$ cat config.mk
export PLATFORM = sky130hd
export DESIGN_NAME = seq_det_sched
export DESIGN_NICKNAME = d
export VERILOG_FILES = /design/src/rtl/seq_det_pkg.sv /design/src/rtl/rr_arbiter.sv /design/src/rtl/seq_det_sched.sv
export SDC_FILE = /design/constraint.sdc
export NUM_CORES = 1
export LEC_CHECK = 0
export CORE_MARGIN = 1
export CORE_UTILIZATION = 44
export CTS_CLUSTER_DIAMETER = 150
export DETAILED_ROUTE_END_ITERATION = 12
export PLACE_DENSITY = 0.79
export SLEW_MARGIN = 20
export SYNTH_ARGS = -nofsm -noshare
export SYNTH_HDL_FRONTEND = slang
export SYNTH_SLANG_ARGS = --single-unit
$ cat constraint.sdc
create_clock -name clk -period 7.8 [get_ports clk]
set_clock_uncertainty 0.2 [all_clocks]
set_input_delay 1.56 -clock clk [delete_from_list [all_inputs] [get_ports clk]]
set_output_delay 1.56 -clock clk [all_outputs]
set_load 0.01 [all_outputs]
$ cat src/rtl/seq_det_pkg.sv
// Shared types and pure helpers for the 1011 sequence detector.
// The next-state and match functions are stateless, so one copy can serve every channel.
package seq_det_pkg;

    typedef enum logic [2:0] {
        IDLE  = 3'd0,
        S1    = 3'd1,
        S10   = 3'd2,
        S101  = 3'd3,
        S1011 = 3'd4
    } det_state_t;

    function automatic det_state_t next_state(input det_state_t s, input logic b);
        case (s)
            IDLE:    return b ? S1    : IDLE;
            S1:      return b ? S1    : S10;
            S10:     return b ? S101  : IDLE;
            S101:    return b ? S1011 : S10;
            S1011:   return b ? S1    : S10;
            default: return IDLE;
        endcase
    endfunction

    function automatic logic is_match(input det_state_t s, input logic b);
        return (s == S101) && b;
    endfunction

endpackage

$ cat src/rtl/rr_arbiter.sv
// Round-robin arbiter: grants the first requester at or after the pointer,
// then moves the pointer just past the winner.
module rr_arbiter #(
    parameter int N = 4
) (
    input  logic         clk,
    input  logic         rstn,
    input  logic [N-1:0] req,
    input  logic         advance,
    output logic [N-1:0] gnt
);

    localparam int PW = $clog2(N);
    localparam logic [PW:0] NL = (PW+1)'(N);

    logic [PW-1:0] ptr;
    logic [PW-1:0] gidx;
    logic [PW-1:0] nxt;
    logic [PW:0]   sum;
    logic          found;

    // Scan channels starting at ptr, wrapping modulo N; no grants while in reset.
    always_comb begin
        gnt   = '0;
        gidx  = '0;
        found = 1'b0;
        sum   = '0;
        if (rstn) begin
            for (int i = 0; i < N; i++) begin
                sum = {1'b0, ptr} + (PW+1)'(i);
                if (sum >= NL) sum = sum - NL;
                if (!found && req[sum[PW-1:0]]) begin
                    found             = 1'b1;
                    gidx              = sum[PW-1:0];
                    gnt[sum[PW-1:0]]  = 1'b1;
                end
            end
        end
    end

    assign nxt = (gidx == PW'(N-1)) ? '0 : gidx + 1'b1;

    always_ff @(posedge clk) begin
        if (!rstn) begin
            ptr <= '0;
        end else if (advance && found) begin
            ptr <= nxt;
        end
    end

endmodule

$ cat src/rtl/seq_det_sched.sv
// Multi-channel 1011 detector: one shared next-state function is time-shared
// across channels by a round-robin arbiter; each channel keeps its own state and counter.
module seq_det_sched
    import seq_det_pkg::*;
#(
    parameter int NCH   = 4,
    parameter int CNT_W = 8
) (
    input  logic                     clk,
    input  logic                     rstn,
    input  logic [NCH-1:0]           req_valid,
    input  logic [NCH-1:0]           req_bit,
    output logic [NCH-1:0]           req_ready,
    input  logic                     clr_valid,
    input  logic [$clog2(NCH)-1:0]   clr_ch,
    output logic                     match_valid,
    output logic [$clog2(NCH)-1:0]   match_ch,
    output logic [NCH*CNT_W-1:0]     match_cnt
);

    localparam int CW = $clog2(NCH);

    det_state_t       state [NCH];
    logic [CNT_W-1:0] cnt   [NCH];
    logic [NCH-1:0]   gnt;
    logic [CW-1:0]    gch;
    logic             hit;

    rr_arbiter #(.N(NCH)) u_arb (
        .clk     (clk),
        .rstn    (rstn),
        .req     (req_valid),
        .advance (|req_valid),
        .gnt     (gnt)
    );

    assign req_ready = gnt;

    always_comb begin
        gch = '0;
        for (int i = 0; i < NCH; i++) begin
            if (gnt[i]) gch = CW'(i);
        end
    end

    // A clear aimed at the granted channel swallows its bit, so no match can be reported.
    assign hit = (|gnt) && is_match(state[gch], req_bit[gch]) &&
                 !(clr_valid && (clr_ch == gch));

    always_ff @(posedge clk) begin
        if (!rstn) begin
            for (int i = 0; i < NCH; i++) begin
                state[i] <= IDLE;
                cnt[i]   <= '0;
            end
            match_valid <= 1'b0;
            match_ch    <= '0;
        end else begin
            for (int i = 0; i < NCH; i++) begin
                if (clr_valid && (clr_ch == CW'(i))) begin
                    state[i] <= IDLE;
                    cnt[i]   <= '0;
                end else if (gnt[i]) begin
                    state[i] <= next_state(state[i], req_bit[i]);
                    if (is_match(state[i], req_bit[i]) && (cnt[i] != '1)) begin
                        cnt[i] <= cnt[i] + 1'b1;
                    end
                end
            end
            match_valid <= hit;
            if (hit) match_ch <= gch;
        end
    end

    always_comb begin
        match_cnt = '0;
        for (int i = 0; i < NCH; i++) begin
            match_cnt[i*CNT_W +: CNT_W] = cnt[i];
        end
    end

endmodule

# Word level (Yosys, flattened, before mapping)
# Memory sizes are Yosys's and may differ from the RTL's.
# Index checks and enable logic that the tools add are counted.
[classes] n_eq_ne=26 reduce_logical=39 n_lt_le_gt_ge=13 mux=148 bitwise=19 add_sub_neg=12
[ops] cell="$mux 3" n=24
[ops] cell="$mux 1" n=71
[ops] cell="$mux 8" n=8
[ops] cell="$mux 2" n=24
[ops] cell="$pmux 3 s4" n=4
[ops] cell="$add 8x1->8 const B" n=4
[ops] cell="$mux 4" n=8
[ops] cell="$ne 8x8->1 const B" n=4
[ops] cell="$eq 3x2->1 const B" n=9
[ops] cell="$logic_and 1x1->1" n=24
[ops] cell="$or 1x1->1" n=16
[ops] cell="$lt 2x3->1 const B" n=5
[ops] cell="$eq 3x1->1 const B" n=4
[ops] cell="$eq 3x3->1 const B" n=4
[ops] cell="$logic_not 3->1" n=4
[ops] cell="$or 4x4->4" n=3
[ops] cell="$bmux 1 s2" n=5
[ops] cell="$ge 3x3->1 const B" n=3
[ops] cell="$demux 1 s2" n=4
[ops] cell="$ge 2x1->1 const B" n=4
[ops] cell="$reduce_or 2->1" n=4
[ops] cell="$reduce_or 4->1" n=2
[ops] cell="$sub 2x1->2 const B" n=4
[ops] cell="$add 2x2->3 const B" n=2
[ops] cell="8 further kinds" n=13
[totals] ramBits=44 elab_cells=262 ff_bits=5 memories=2 out_inout_bits=39
[mem_list] name="cnt" depth=4 width=8 read_ports=4 rd_clocked_by_memory_dff=0 write_ports=4 line="seq_det_sched.sv:24" text="logic [CNT_W-1:0] cnt [NCH];"
[mem_list] name="state" depth=4 width=3 read_ports=5 rd_clocked_by_memory_dff=0 write_ports=4 line="seq_det_sched.sv:23" text="det_state_t state [NCH];"

# Depth between registers and ports, before layout
[logic_depth] depth_word=27 mapped_depth=13 mapped_depth_nobuf=11

# By module
# Synthesis repeated with hierarchy kept, for this count alone.
[hier_totals] cells_unflattened=290 hier_area_um2=3084.2
[modules_own_cells] module="seq_det_sched" area_each_um2=2538.7 instances=1 cells_each=236 seq_area_each_um2=1381.3
[modules_own_cells] module="rr_arbiter" area_each_um2=545.5 instances=1 cells_each=54 seq_area_each_um2=40.0

# Worst setup path before layout
# Ideal clock, no wire load.
[synth_timing] kind="input -> output" start="input port req_valid[1]" end="output port req_ready[2]" n_path_buf=1 path_stages=6 t_arrival_ns=3.049 required_ns=6.040 path_slack_ns=2.991 path_cell_list="clkbuf_1 > mux4_2 > or3b_1 > a2bb2oi_2 > a21oi_1 > nor2_1"
[synth_via] elab_chain_len=16 elab_cells_between_ends=31 classes_between="mux (22); bitwise (3); reduce/logical (6)"
[synth_rtl] item="start, declared" line="seq_det_sched.sv:11" text="input logic [NCH-1:0] req_valid,"
[synth_rtl] item="$bmux 1 s2" line="rr_arbiter.sv:32" text="if (!found && req[sum[PW-1:0]]) begin"
[synth_rtl] item="$mux 1 (implied by the code)" line="rr_arbiter.sv:32"
[synth_rtl] item="$mux 1" line="rr_arbiter.sv:32"
[synth_rtl] item="$mux 1" line="rr_arbiter.sv:28" text="if (rstn) begin"
[synth_rtl] item="$logic_not 1->1" line="rr_arbiter.sv:32"
[synth_rtl] item="$logic_and 1x1->1" line="rr_arbiter.sv:32"
[synth_rtl] item="$mux 1" line="rr_arbiter.sv:32"
[synth_rtl] item="$mux 1" line="rr_arbiter.sv:28"
[synth_rtl] item="$logic_not 1->1" line="rr_arbiter.sv:32"
[synth_rtl] item="$logic_and 1x1->1" line="rr_arbiter.sv:32"
[synth_rtl] item="$mux 1" line="rr_arbiter.sv:32"
[synth_rtl] item="$mux 1" line="rr_arbiter.sv:28"
[synth_rtl] item="$logic_not 1->1" line="rr_arbiter.sv:32"
[synth_rtl] item="$logic_and 1x1->1" line="rr_arbiter.sv:32"
[synth_rtl] item="$mux 4 (*)" line="rr_arbiter.sv:32"
[synth_rtl] item="$mux 4 (*)" line="rr_arbiter.sv:28"
[synth_rtl] item="end, declared" line="seq_det_sched.sv:13" text="output logic [NCH-1:0] req_ready,"
# Every way passes the cells marked *; elsewhere a longest branch is shown, timed or not. The select of a mux whose other input is x is not followed.

# Worst setup path after layout
[layout_timing] start="input port req_valid[2]" end="output port req_ready[2]"
# Same word-level chain as after synthesis.

==> Implementation_results.wiki <==
{| class="wikitable"
! Metric !! Value
|-
| Wire length of the first global-routing pass || 10,700 µm
|-
| Initial core utilization || 46.3%
|-
| Most numerous cell on the critical path || sky130_fd_sc_hd__clkdlybuf4s50_1
|-
| Vias per std cell || 5.41
|-
| Die Area || 7660 µm²
|-
| Setup violation total in the final timing report || 0
|-
| Cell taking the most area after synthesis || sky130_fd_sc_hd__edfxtp_1
|-
| Highest fanout seen on the critical path || 14
|-
| Critical Path Start Type || input pin
|-
| Number of buffers created by CTS || 5
|-
| Total DRC errors in the routed layout || 0
|-
| Clock Pin Slew Worst Setup and Hold Paths || 0.09 ns
|-
| Wire length reported by the detailed router || 6620 µm
|-
| XOR/XNOR share of the synthesized area || 7.35%
|-
| Std cell rows || 30
|-
| Global placement routability congestion || 0.809
|-
| Total number of nets in the final design || 408
|-
| Startpoint-to-endpoint class of the critical path || input pin to output pin
|-
| Tightest Pin Transition || 0.699 ns
|-
| Top area cells in the synthesized netlist || sky130_fd_sc_hd__edfxtp_1 41%, sky130_fd_sc_hd__nor2_1 8.4%, sky130_fd_sc_hd__ha_1 4.7%
|-
| Core ar. || 6940 µm²
|-
| Cts hold-fix bufs || 0
|-
| HPWL after DPL || 4960 µm
|-
| Number of synthesized flops with an enable pin || 44
|-
| Die Span Y || 87.5 µm
|-
| X dimension of the die || 87.5 µm
|-
| Biggest cell delay along the critical path || 0.70 ns
|-
| Count of port buffers added during placement || 51
|-
| Global Route Usage Sum || 18.3%
|-
| Reported leakage power || 1.42 nW
|-
| Violation count after the first detailed-routing iteration || 158
|-
| Setup Fix Bufs, Post-CTS || 0
|-
| Average wire per standard cell || 13.8 µm
|-
| Peak VDD IR || 0.0995 mV
|-
| Yosys warning count || 0
|-
| Adder-cell share of the synthesized area || 4.67%
|-
| Largest family of logic cells by synthesized area || simple AND/OR/NAND/NOR gates
|-
| Aggregate global routing overflow || 0
|-
| Final Max Tran Viols || 0
|-
| Critical path arrival || 4.43 ns
|-
| Number of placed I/O pins || 52
|-
| # resized after CTS || 0
|-
| Post-synth top area share || 41.1%
|-
| Proportion of layout cells with a drive suffix above 1 || 8.33%
|-
| RSZ-0062 raised after global routing || false
|-
| Sort of element at the end of the critical path || output pin
|-
| Accumulated negative setup slack || 0 ns
|-
| Synthesized area divided by synthesized cell count || 9.66 µm²
|-
| Sequential-to-total area share from yosys stat || 44.2%
|-
| Number of antenna repair diodes || 0
|-
| Total placed instance area || 3810 µm²
|-
| Required time at the worst-slack endpoint || 6.04 ns
|-
| Clock tree from TritonCTS || built
|-
| Simple-gate area share of the yosys netlist || 24.6%
|-
| Multi-input logic area || 1700 µm²
|-
| Power density of the placed cells || 249 nW/µm²
|-
| Number of buffers on the longest clock path || 2
|-
| Run status || complete, no violations
|-
| Max Cap Viol || 0
|-
| Fin crit period || 6.19 ns
|-
| Fillers || 591
|-
| Final antenna-violating net count || 0
|-
| Final standard cell area without fillers || 3920 µm²
|-
| Number of iterations in the first detailed-routing pass || 4
|-
| Synthesized netlist cell count || 333
|-
| Number of distinct library cells after synthesis || 58
|-
| Worst-path cell chain || clkdlybuf4s50_1, or3b_2, a2111oi_0, or3_1, a21oi_1, nor2_1, clkdlybuf4s50_1
|-
| Slowest cell on the critical path || sky130_fd_sc_hd__clkdlybuf4s50_1
|-
| Source-to-sink clock delay at the later pin of the worst-skew pair || 0.31 ns
|-
| Power after layout || 0.000976 W
|-
| Highest achievable clock rate || 162 MHz
|-
| Root cell of the clock tree || sky130_fd_sc_hd__clkbuf_8
|-
| Via count || 2,595
|-
| Ratio of final minimum period to clock period || 79.3%
|-
| Post-route insts no fill || 480
|-
| Largest net degree at the start of global routing || 18
|-
| Hold Crit Class || register to register
|-
| Cell count after placement || 472
|-
| Initial antenna violation count || 0
|-
| Post-synthesis mux area share || 4.55%
|-
| Post-synth top flop || sky130_fd_sc_hd__edfxtp_1
|-
| Proportion of synthesized flip-flops having asynchronous set or reset || 0%
|-
| Final Hold Viols || 0
|-
| Worst hold margin || 0.361 ns
|-
| Slew margin rel. || 53.3%
|-
| Number of sinks handled by clock tree synthesis || 49
|-
| Synthesized net count || 358
|-
| Mapped Area || 3220 µm²
|-
| Compound-cell area share of the yosys netlist || 11.7%
|-
| H-Tree Depth || 2
|-
| Via count of the first global-routing pass || 2,337
|-
| Commonest cells post-synth || 72 x sky130_fd_sc_hd__nor2_1, 44 x sky130_fd_sc_hd__edfxtp_1, 21 x sky130_fd_sc_hd__a21oi_1
|-
| Most frequently used cell type in the post-synthesis netlist || sky130_fd_sc_hd__nor2_1
|-
| Number of register bits inferred by synthesis || 49
|-
| Sequential cell area in the final layout || 1420 µm²
|-
| Area growth from synthesis to layout || 21.9%
|}
## critical path, delay by kind of cell
family                 cells  cell delay [ns]
AND/OR/NAND/NOR            3             1.04
buffers and inverters      2             1.26
AO/OA/AOI/OAI              2             0.57
## power by group
group / internal (W) / total (W) / switching [W]
clock network: 0.0000960 / 0.000185 / 0.0000893
logic: 0.000186 / 0.000400 / 0.000214
registers: 0.000334 / 0.000391 / 0.0000569
## placed cells by master, fill, tap and decap left out, types with 7 or more instances in the layout
cell / n
sky130_fd_sc_hd__a21oi_1: 21
sky130_fd_sc_hd__nand3_1: 20
sky130_fd_sc_hd__edfxtp_1: 44
sky130_fd_sc_hd__nor2_1: 72
sky130_fd_sc_hd__ha_1: 12
sky130_fd_sc_hd__clkdlybuf4s50_1: 51
sky130_fd_sc_hd__xor2_1: 13
sky130_fd_sc_hd__nand2_1: 19
sky130_fd_sc_hd__o21ai_0: 7
sky130_fd_sc_hd__xnor2_1: 14
sky130_fd_sc_hd__inv_1: 13
## kinds of logic after synthesis
| family | after synthesis |
|---|---|
| flops | 49 |
| buf+inv | 22 |
| fa+ha+maj | 12 |
| mux | 10 |
| simple gates | 161 |
| compound gates | 52 |
| xor+xnor | 27 |
## layer usage
metal,track usage (%),routed length [µm],up-vias
li1,-,-,1293
met4,5.81,94,0
met3,3.89,377,7
met1,24.0,2990,1221
met5,0,0,-
met2,30.2,3170,74
## layout make-up
| cell class | instances | area share, % |
|---|---|---|
| multi-input cells | 262 | 43.4 |
| flip-flops and latches | 49 | 36.2 |
| repair buffers | 51 | 13.0 |
| well taps | 96 | 3.06 |
| clock buffers | 5 | 1.75 |
| inverters | 14 | 1.34 |
| clock inverters | 3 | 1.18 |
## path summary, 6_finish.rpt
kind              slack, ns    startpoint  depth (start not counted)      endpoint
hold reg to reg        0.36   match_ch[0]                          1   match_ch[0]
setup reg to reg       3.01  u_arb.ptr[0]                         11     cnt[2][7]
hold / removal         0.36   match_ch[0]                          1   match_ch[0]
setup / recovery       1.61  req_valid[2]                          7  req_ready[2]
## stage by stage
stage	setup WS (ns)	util, %
after floorplan	2.99	-
after CTS	1.65	56.5
after detailed placement	1.65	54.8
after global routing	1.42	56.5
final	1.61	56.5
after global placement	1.78	54.8
## sequential cells by signal, indices dropped and copies added, names as in the netlist
register,count
u_arb.ptr,2
match_valid,1
state,12
cnt,32
match_ch,2
(Power assumes the default switching activity.)
